==> config.mk <==
export PLATFORM = sky130hd
export DESIGN_NAME = phase_sequencer
export DESIGN_NICKNAME = d
export VERILOG_FILES = /design/src/rtl/phase_sequencer.sv
export SDC_FILE = /design/constraint.sdc
export NUM_CORES = 1
export LEC_CHECK = 0
export BUFFER_PORTS_ARGS = -buffer_cell sky130_fd_sc_hd__buf_4
export CORE_AREA = 2 2 61 63
export CTS_CLUSTER_SIZE = 30
export DETAILED_ROUTE_END_ITERATION = 10
export DIE_AREA = 0 0 63 65
export HOLD_SLACK_MARGIN = 0.03
export PLACE_DENSITY = 0.73
export SLEW_MARGIN = 10
export SYNTH_ARGS = -nofsm -noshare
export SYNTH_HDL_FRONTEND = slang
export SYNTH_SLANG_ARGS = --single-unit
export TNS_END_PERCENT = 50
==> constraint.sdc <==
create_clock -name clock -period 1.3 [get_ports clock]
set_input_delay 0.13 -clock clock [delete_from_list [all_inputs] [get_ports clock]]
set_output_delay 0.13 -clock clock [all_outputs]
set_load 0.01 [all_outputs]
==> src/rtl/phase_sequencer.sv <==
// phase_sequencer: IDLE -> P1 -> P2 -> P3 -> P34 -> P4 -> P5 phase generator for the SIMPLE core.
// Optional SINGLE_STEP_EN: a rising edge on step in IDLE (run=0) launches exactly one instruction.
module phase_sequencer #(
  parameter int CNT_W       = 16,
  parameter int STALL_LIMIT = 255,
  parameter int STALL_CW    = 8
) (
  input  logic             clock,
  input  logic             reset,
  input  logic             run,
  input  logic             halt_req,
  input  logic             stall,
  input  logic             step,
  output logic             p1,
  output logic             p2,
  output logic             p3,
  output logic             p4,
  output logic             p5,
  output logic             p3to4,
  output logic             idle,
  output logic [CNT_W-1:0] instr_count,
  output logic             stall_err
);

  typedef enum logic [2:0] {
    S_IDLE, S_P1, S_P2, S_P3, S_P34, S_P4, S_P5
  } state_t;

  localparam logic [STALL_CW-1:0] LIMIT = STALL_CW'(STALL_LIMIT);

  state_t              state_q, state_d;
  logic [STALL_CW-1:0] stall_cnt_q, stall_cnt_d;
  logic [CNT_W-1:0]    instr_count_d;
  logic                stall_err_d;
  logic                start;

`ifdef SINGLE_STEP_EN
  logic step_q;

  always_ff @(posedge clock or negedge reset) begin
    if (!reset) step_q <= 1'b0;
    else        step_q <= step;
  end

  // run wins; otherwise only a fresh 0->1 on step launches an instruction.
  assign start = run | (step & ~step_q);
`else
  logic unused_step;
  assign unused_step = step;
  assign start       = run;
`endif

  always_comb begin
    state_d       = state_q;
    stall_cnt_d   = stall_cnt_q;
    instr_count_d = instr_count;
    stall_err_d   = stall_err;
    case (state_q)
      S_IDLE: if (start) state_d = S_P1;
      S_P1:   state_d = S_P2;
      S_P2:   state_d = S_P3;
      S_P3:   state_d = S_P34;
      S_P34, S_P4: begin
        // A stall is honoured until the counter reaches the limit; then the phase is forced on.
        if (stall && stall_cnt_q != LIMIT) begin
          stall_cnt_d = stall_cnt_q + STALL_CW'(1);
        end else begin
          if (stall) stall_err_d = 1'b1;
          stall_cnt_d = '0;
          state_d     = (state_q == S_P34) ? S_P4 : S_P5;
        end
      end
      S_P5: begin
        instr_count_d = instr_count + CNT_W'(1);
        state_d       = (halt_req || !run) ? S_IDLE : S_P1;
      end
      default: state_d = S_IDLE;
    endcase
  end

  always_ff @(posedge clock or negedge reset) begin
    if (!reset) begin
      state_q     <= S_IDLE;
      stall_cnt_q <= '0;
      instr_count <= '0;
      stall_err   <= 1'b0;
      idle        <= 1'b1;
      p1          <= 1'b0;
      p2          <= 1'b0;
      p3          <= 1'b0;
      p3to4       <= 1'b0;
      p4          <= 1'b0;
      p5          <= 1'b0;
    end else begin
      state_q     <= state_d;
      stall_cnt_q <= stall_cnt_d;
      instr_count <= instr_count_d;
      stall_err   <= stall_err_d;
      idle        <= (state_d == S_IDLE);
      p1          <= (state_d == S_P1);
      p2          <= (state_d == S_P2);
      p3          <= (state_d == S_P3);
      p3to4       <= (state_d == S_P34);
      p4          <= (state_d == S_P4);
      p5          <= (state_d == S_P5);
    end
  end

endmodule
### After elaboration in Yosys (flattened, before gate mapping)

Cells that the tools add are included.

* $add $sub $neg: 2
* equality and inequality tests: 13
* reduce and logical (&&, ||, !) cells: 7
* muxes and demuxes: 6
* bitwise gates (word level): 1

Operators with widths (count)
* 3-bit == test, second input constant: 6
* 3-bit case mux with 6 select lines: 1
* 16-bit by 1-bit adder with 16-bit output, second input constant: 1
* 3-bit by 2-bit == test with 1-bit output, second input constant: 4
* 8-bit by 1-bit adder with 8-bit output, second input constant: 1
* 8-bit two-way mux: 1
* 8-bit != test, second input constant: 1
* 3-bit by 1-bit == test with 1-bit output, second input constant: 2
* 3-bit logical NOT: 2
* 3-bit two-way mux: 2
* 3-bit AND reduction: 1
* 2-bit two-way mux: 1
* 2-bit OR reduction: 1
* 1-bit logical AND: 1
* 1-bit logical NOT: 1
* 1-bit logical OR: 1
* 1-bit two-way mux: 1
* 1-bit inverter: 1

* logic and storage cells: 40
* output and inout port bits: 24
* input bits: 6
* register bits: 35

### Logic depth before layout (Yosys ltp)

Gate-level depths: netlist of run 1.

* depth in word-level cells: 5
* gate-level depth with buffers: 5
* depth with buffers taken out: 5

### Least setup slack after synthesis of run 1

OpenSTA, ideal clock, no wires.

* path kind: reg-to-reg
* start: register state_q[0]
* end: register instr_count[13]
* path buffers: 1
* data required time: 1175 ps
* cell stages (with the launch flop): 6
* arrival time: 1233 ps
* path slack: -58 ps
* library setup time: 125 ps
* period minus slack after synthesis: 1358 ps
* path through: dfrtp_1 buf_6 nand3b_4 nor4_4 nand3_1 xnor2_1

* longest elaborated chain between the ends: 1

Ends and longest elaborated chain
* start: declaration: RTL line 31 `state_t state_q, state_d;`
* start signal: assignment: RTL line 95 `state_q <= state_d;`
* 3-bit == test: RTL line 58 `case (state_q)`
* end signal: assignment: RTL line 97 `instr_count <= instr_count_d;`
* end: declaration: RTL line 21 `output logic [CNT_W-1:0] instr_count,`

No other way between the ends.
A chain may end at the register's enable or synchronous reset.

### Worst setup path in the final report of run 1

* start: register instr_count[5]
* end: register instr_count[13]

* longest elaborated chain between the ends: 1

Ends and longest elaborated chain
* 16-bit by 1-bit adder with 16-bit output: RTL line 74 `instr_count_d = instr_count + CNT_W'(1);`

No other way between the ends.

==> impl_summary.md, run 1 <==
Global route
The number of antenna violations at the first check in global routing was 0. The first-pass GRT wire length is 5.84 mm. After global routing the overflow that remains totals 0. The total track usage is 18.5%. The pin count of the biggest net entering global routing is 36. The via count of the first global-routing pass came to 1,318.

Routing
After detailed routing, the number of vias per cell comes to 4.98. The detailed-route DRC error count is 0. Dividing the detail-routed wire length by the instance count gives 12.8 um. The routed layout has 1,290 vias. In this run, the number of DRC markers left after iteration 0 of detailed routing was 68. Before antenna repair, the detailed router went through 4 iterations. The count of antenna-violating nets left after detailed routing is 0. The final layout contains routed wiring with a total length of 3.33 mm.

Worst setup path
The data required time at the worst endpoint is 1.53 ns. The critical path class is reg -> reg. The cell type of the slowest stage on the worst timing path is sky130_fd_sc_hd__dfrtp_1. The worst setup path is captured at a flop. STA classifies the critical path startpoint as a flop. The signal on the critical path passes through nand4_1 -> nor4_4 -> nand3_1 -> xnor2_1.

The cell family contributing the most delay on the critical path is simple AND/OR/NAND/NOR gates. The count of buffering cells on the critical path with inverters included is 0. Along the worst path, the maximum fanout reaches 4. The critical path arrival is 1.57 ns. The maximum single-stage delay on the critical path is 0.40 ns.

Synthesis
After technology mapping, the gate count stands at 147. The cell taking the most area after synthesis is sky130_fd_sc_hd__dfrtp_1. The synthesized design contains 35 register bits.

The total nets after synthesis is 155. In this run the mean area of a mapped cell was 11.1 sq um. The number of distinct library cells after synthesis is 38. By area the synthesized netlist is led by sky130_fd_sc_hd__dfrtp_1 52%, sky130_fd_sc_hd__xnor2_1 8.0%, sky130_fd_sc_hd__nand2_1 3.9%, sky130_fd_sc_hd__xor2_1 3.2%, sky130_fd_sc_hd__nor2_1 2.8%.

The number of warnings reported in the yosys synthesis log is 0. After synthesis, the largest area contributor takes up 52.0% of total cell area. The mapped netlist covers 0.00164 sq mm. After synthesis, flip-flops and latches occupy 53.6% of the total area.

Timing
The worst path in the final design needs a cycle of 1.34 ns, including I/O delays and setup. Setup repair after global routing could not meet its margin everywhere. The worst path uses 103% of the clock period.

The final number of max-transition violations came to 0. Final hold analysis gives a worst-case slack of 0.0677 ns. For the pin with the worst max-slew slack, the measured transition is 0.431 ns. The hold violation total from the final report was 0.

The final worst-path setup slack is -0.0387 ns. Across the routed clock network, the largest skew measured is 0.00532 ns. The sum of negative setup slack is -0.0895 ns. The total setup violations reported at the end of the flow is 4.

Headroom to the max-slew limit came out at 71.2%. The upper clock frequency limit is 0.747 GHz.

Final layout
The number of nets in the final layout is 218. The layout has 281 filler cells. Compared with the post-synthesis result, the final layout area differs by 39.6%. The final instance area is 0.00228 sq mm. The fraction of final layout cells with drive strength greater than 1 is 47.4%. The antenna diode count is 0.

Placed design
At the placement stage, the worst setup path has a slack of -0.0406 ns. The HPWL after detailed placement is 2.32 mm. The final weighted congestion in routability-driven placement is 0.878. Once placement finished, the instance area stood at 0.00208 sq mm. The count of port buffers added during placement is 28.

Status
The checks that failed: setup timing. The flow ran to the end, but the final reports show violations.

Clock tree
The clock passes through at most 2 buffers. At the later pin of the worst-skew pair, clock insertion delay measures 0.34 ns. The clock sink total is 35. The H-tree depth is 2. TritonCTS built the clock tree. The number of clock buffers inserted by TritonCTS is 5.

The root cell of the clock tree is sky130_fd_sc_hd__clkbuf_4. The clock transition at the registers of the reported paths is 0.10 ns.

Power and ir drop
Cell internal power was estimated by the tool at 2.40 mW. Power comes to 3.66 mW. For this design the ratio of total power to cell area is 1610 mW/mm^2. The sequential group share of total power is 41.8%. The share of total power in the clock network is 17.1%.

Net switching is 34.5% of the power. The analysis attributes to net switching a power of 1.27 mW. VDD sags by at most 0.000985 V. The leakage power summed over all cells is 1.15 nW. The combinational group share of total power is 41.1%.

Floorplanning
The total die area is 0.00410 sq mm. The starting density of the core is 46.8%. The horizontal extent of the die is 63 um. The number of placed I/O pins is 30. After floorplanning, the core was divided into 22 placement rows. The total area inside the core boundary comes to 0.00350 sq mm. The floorplan step set the die height to 65 um.

Worst hold path
The classification of the worst-slack hold path is in -> reg.

Job
The tool flagged a number of max-cap violations equal to 0.
worst min-delay path, cell delays in order:
cell                       delay (ns)
sky130_fd_sc_hd__buf_4           0.13
sky130_fd_sc_hd__nand2_1         0.06
sky130_fd_sc_hd__o21bai_1        0.06
cells by family (layout without fill, tap and decap cells):
logic type,after synthesis,in the layout,share of synthesized area [%]
flip-flops,35,35,53.6
XOR/XNOR,21,21,11.2
AO/OA/AOI/OAI,13,13,4.74
AND/OR/NAND/NOR,69,69,25.7
multiplexers,1,1,0.689
buffers and inverters,6,70,2.45
adder cells (fa/ha/maj),2,2,1.53
cell type report:
cell class / instances / area [sq um] / area share [%]
clock inverters: 1 / 5.00 / 0.219
well taps: 48 / 60.1 / 2.63
flip-flops and latches: 35 / 885 / 38.8
repair buffers: 60 / 463 / 20.3
clock buffers: 7 / 55.1 / 2.41
multi-input cells: 106 / 807 / 35.4
inverters: 2 / 7.51 / 0.329
layer usage:
layer / global-route usage, % / share of wire (%) / vias to the layer above
li1: - / - / 625
met1: 21.1 / 41 / 625
met2: 32.6 / 52 / 33
met3: 5.03 / 4.3 / 7
met4: 8.33 / 2.3 / 0
met5: 0 / 0 / -
state kept, by name, summed over array words and instances (netlist names):
signal,count
stall_cnt_q,8
idle,1
p2,1
stall_err,1
p1,1
instr_count,16
p5,1
p3,1
p4,1
p3to4,1
state_q,3
cells in the mapped netlist:
cell type	n
sky130_fd_sc_hd__nor4_4	2
sky130_fd_sc_hd__or2_1	1
sky130_fd_sc_hd__nor3b_1	1
sky130_fd_sc_hd__a31oi_1	1
sky130_fd_sc_hd__nor3_2	1
sky130_fd_sc_hd__o21bai_1	1
sky130_fd_sc_hd__nor2b_1	2
sky130_fd_sc_hd__mux2_2	1
sky130_fd_sc_hd__ha_1	2
sky130_fd_sc_hd__a21o_1	1
sky130_fd_sc_hd__o21ai_2	1
sky130_fd_sc_hd__nand3b_1	2
sky130_fd_sc_hd__nor2_1	12
sky130_fd_sc_hd__and3b_2	1
sky130_fd_sc_hd__or2_2	1
sky130_fd_sc_hd__and2_1	3
sky130_fd_sc_hd__xor2_1	6
sky130_fd_sc_hd__o21ai_0	4
sky130_fd_sc_hd__dfstp_2	1
sky130_fd_sc_hd__and4_1	1
sky130_fd_sc_hd__and3_1	4
sky130_fd_sc_hd__nand2b_1	1
sky130_fd_sc_hd__buf_6	2
sky130_fd_sc_hd__nand4_1	6
sky130_fd_sc_hd__nand4_4	1
sky130_fd_sc_hd__nand2_1	17
sky130_fd_sc_hd__inv_1	2
sky130_fd_sc_hd__o31ai_1	1
sky130_fd_sc_hd__nand3_1	7
sky130_fd_sc_hd__nand3b_4	1
sky130_fd_sc_hd__buf_2	2
sky130_fd_sc_hd__nor4_1	1
sky130_fd_sc_hd__o21ai_1	2
sky130_fd_sc_hd__or3_1	2
sky130_fd_sc_hd__a21oi_1	2
sky130_fd_sc_hd__nor3_1	2
sky130_fd_sc_hd__dfrtp_1	34
sky130_fd_sc_hd__xnor2_1	15
per-stage QoR:
step           utilization, %  instances
3_5_place_dp             59.4        243
4_1_cts                  62.7        255
6_report                 65.3        259
3_3_place_gp             59.4        243
2_1_floorplan               -        147
5_1_grt                  65.3        259
what timing repair did:
item	CTS	global route
endpoints found under the hold margin	35	0
setup endpoints to repair	10	24
setup buffers	2	4
pin swaps	6	9
gates resized for setup	5	17
hold buffers	2	0
final timing paths:
path,from,end,slack [ns],cells after the start
worst max-delay path,instr_count[5],instr_count[13],-0.04,4
worst min-delay path,stall,stall_err,0.07,3
worst max register to register,instr_count[5],instr_count[13],-0.04,4
worst min register to register,instr_count[15],instr_count[15],0.48,1
max in group asynchronous,reset,idle,0.71,2
min in group asynchronous,reset,p3,0.26,2
power groups by stage:
stage / registers (mW) / logic [mW] / clock network [mW]
3_3_place_gp: 1.52 / 1.33 / 0
3_5_place_dp: 1.53 / 1.37 / 0
6_report: 1.53 / 1.51 / 0.626
5_1_grt: 1.57 / 1.67 / 0.696
4_1_cts: 1.52 / 1.42 / 0.646
2_1_floorplan: 1.62 / 0.695 / 0
cells in the final DEF (no fill, tap or decap), drive strengths merged, types with 3 or more instances in the layout:
master and n:
nor2 12, nor4 3, nand4 7, and2 3, xor2 6, nand3b 3
and3 4, dfrtp 34, nand2 17, xnor2 15, clkbuf 7, buf 58
o21ai 7, nor3 3, nand3 7
Power figures use the tool's default switching activity.
==> run 2: changes to the inputs <==
- CORE_AREA: 2 2 61 63 -> 2 2 60 62
- CTS_BUF_LIST: unset -> sky130_fd_sc_hd__clkbuf_8
- DIE_AREA: 0 0 63 65 -> 0 0 62 64
- PLACE_DENSITY: 0.73 -> 0.75
==> run 2 against run 1 <==
  * Sequential share of layout area is 0.064 points higher
  * Via count hardly changed
  * Clock power is 39% higher
  * Non-clock buffer count is 3 lower
  * The flow still finishes with violations (setup timing)
  * Die area is 3.1% lower
  * Critical endpoint is now stall_cnt_q[7]
  * Largest cell class unchanged
  * Combinational power hardly changed
  * First-iteration DRC count is 43% lower
  * Cell area is 0.16% lower
  * Final cell count is 1.9% lower
  * Core utilization is 4.1 points higher
==> impl_summary.md, run 2 (synthesis gave the netlist of run 1 again) <==
Timing
The final clock period utilization by the worst path is 103% (-0.23 points). The final worst-path setup slack is -0.0357 ns (+0.00305 ns). The hold violation total from the final report was 0 (unchanged). The worst-case headroom to the max-slew limit is 70.4% (-0.87 points). The upper clock frequency limit is 0.749 GHz (+0.23%). The final number of max-transition violations is 0 (unchanged). The final critical path time including I/O delays and setup was 1.34 ns (-0.00305 ns). The worst setup skew after layout is 0.00663 ns (+0.00132 ns). Setup repair after global routing could not meet its margin everywhere.

The total setup violations reported at the end of the flow came to 5 (+1). The slew at the pin with the worst max-slew slack is 0.444 ns (+0.0130 ns).

Worst setup path
The critical path goes through nand2b_2 -> nor4_4 -> xnor2_1 -> nor2_1. The type of origin of the critical path is a flop. The maximum single-stage delay on the critical path was 0.41 ns (about the same).

The maximum fanout count along the critical path is 5 (+1). The data required time at the worst endpoint is 1.48 ns (-0.05 ns). The critical path class is reg -> reg.

STA classifies the critical path endpoint as a flop. For this design, the slowest cell found on the critical path is sky130_fd_sc_hd__dfrtp_1. The critical path arrival is 1.51 ns (-0.06 ns).

Clock tree
The root cell of the clock tree is sky130_fd_sc_hd__clkbuf_8. The number of clock buffers inserted by TritonCTS is 5 (unchanged). The maximum root-to-sink buffer count is 2 (unchanged).

The H-tree depth is 2 (unchanged). The clock latency on the worst-skew pair is 0.29 ns (-0.05 ns). The clock transition at the registers of the reported paths came to 0.07 ns (-0.03 ns). The clock sink total came to 35 (unchanged).

The clock tree from TritonCTS is done.

Power and ir drop
The final total power came to 3.93 mW (+7.2%). The power density over the cells is 1720 mW/mm^2 (+7.3%). The highest ir drop seen on vdd is 0.00109 V (+11%). The leakage power summed over all cells is 1.13 nW (-1.7%).

Global route
The first-pass GRT wire length is 5.45 mm (-6.6%). The number of antenna violations at the first check in global routing is 0 (unchanged). The pin count of the biggest net entering global routing is 36 (unchanged).

The via count of the first global-routing pass came to 1,238 (-6.1%). The total track usage came to 18.6% (+0.031 points). The sum of overflow across all layers after global routing is 0 (unchanged).

Routing
The via density per instance is 5.07 (+1.9%). The wire length reported by the detailed router is 3.36 mm (+1.1%). The met1 routed wirelength after detailed routing is 1.50 mm (+10%). The wire length per cell is 13.2 um (+3.1%). The number of DRC markers in iteration 0 was 39 (-43%). The length of the first detailed-routing pass in iterations is 4 (unchanged). The routed via count came to 1,289 (-0.078%). Signal routing reaches up to met4.

The detailed-route DRC error count is 0 (unchanged). The sum of met2 wire segment lengths after detailed routing is 1.67 mm (-4.6%). The count of antenna-violating nets left after detailed routing is 0 (unchanged). The routed length on met3 came to 123 um (-14%).

Final layout
The count of placed standard cells in the final layout, fillers left out is 254 (-1.9%). Leaving out fill and tap cells, the most frequent cell in the layout is sky130_fd_sc_hd__buf_4. The largest registers in the layout are instr_count x16, stall_cnt_q x8, state_q x3.

The area growth from synthesis to layout is 39.3%. The library cells used most frequently in the layout, excluding fill and tap cells, are 54 x sky130_fd_sc_hd__buf_4, 28 x sky130_fd_sc_hd__dfrtp_1, 17 x sky130_fd_sc_hd__nand2_1. Ranked by flip-flop count, first place goes to instr_count. The fraction of final layout cells with drive strength greater than 1 is 44.7% (-2.7 points). The number of flip-flops under the largest register name came to 16 (unchanged). The antenna diode count is 0 (unchanged). The number of nets in the final layout is 215 (-1.4%).

Floorplanning
The placeable core area is 0.00328 sq mm (-6.0%). The starting density of the core is 49.8% (+3.0 points). The die height is 64 um (-1.5%).

The number of placed I/O pins is 30 (unchanged). The number of rows in the core area is 21 (-4.5%). The total die area came to 0.00397 sq mm (-3.1%).

The horizontal extent of the die came to 62 um (-1.6%).

Placed design
The number of placed instances with taps included is 242 (-0.41%). The placed wire-length estimate after detailed placement came to 2.36 mm (+1.9%). The final weighted congestion in routability-driven placement is 0.808 (-8.0%). The count of port buffers added during placement is 28 (unchanged).

Worst hold path
The path class of the tightest hold or removal check is in -> reg.

Status
The run finished, with violations left. The checks that failed: setup timing.

Job
The reported max-cap violation count is 0 (unchanged).
[run 2: cell type report]
class / count / area (sq um)
Tap cell: 46 / 57.6
Clock inverter: 1 / 7.51
Clock buffer: 7 / 96.3
Multi-Input combinational cell: 106 / 787
Timing Repair Buffer: 57 / 438
Sequential cell: 35 / 885
Inverter: 2 / 7.51
Fill cell: 252 / 1010
[run 2: path summary, 6_finish.rpt]
check | from | end | slack (ns) | cells past startpoint
worst max register to register | state_q[1] | stall_cnt_q[7] | -0.04 | 4
worst min register to register | stall_err | stall_err | 0.48 | 1
max in group asynchronous | reset | idle | 0.63 | 2
worst max-delay path | state_q[1] | stall_cnt_q[7] | -0.04 | 4
worst min-delay path | run | state_q[0] | 0.11 | 3
min in group asynchronous | reset | instr_count[5] | 0.32 | 2
[run 2: stage by stage]
step	util, %	TNS, ns	setup WS, ns	hold slack, ns	area [sq um]
finish	69.4	-0.0713	-0.0357	0.115	2280
global route	69.4	-1.08	-0.133	0.135	2280
detailed placement	63.4	-0.162	-0.0509	0.108	2080
global placement	63.4	-0.0383	-0.0260	0.0991	2080
floorplan	-	-0.0105	-0.00988	-0.166	1660
CTS	67.5	-0.0731	-0.0321	0.108	2220
[run 2: what timing repair did]
| action | 4_1_cts | 5_1_grt |
|---|---|---|
| setup buffers | 1 | 2 |
| hold buffers | 1 | 0 |
| hold endpoints to repair | 34 | 0 |
| endpoints found under the setup margin | 5 | 23 |
| pin swaps | 4 | 5 |
| resized for setup | 3 | 12 |
[run 2: critical path, delay by kind of cell, from the launching register on]
kind	cells	cell delay, ns
xor gates and xnor gates	1	0.16
DFF	1	0.41
and+or+nand+nor	3	0.66
[run 2: power breakdown]
group	switching (mW)	internal [mW]
Sequential	0.186	1.35
Combinational	0.710	0.808
Clock	0.389	0.482
Total	1.29	2.64
[run 2: routing by layer]
metal	global-route usage, %	up-vias
met2	28.1	30
met5	0	-
met4	9.57	0
met1	24.2	630
met3	4.25	7
li1	-	622
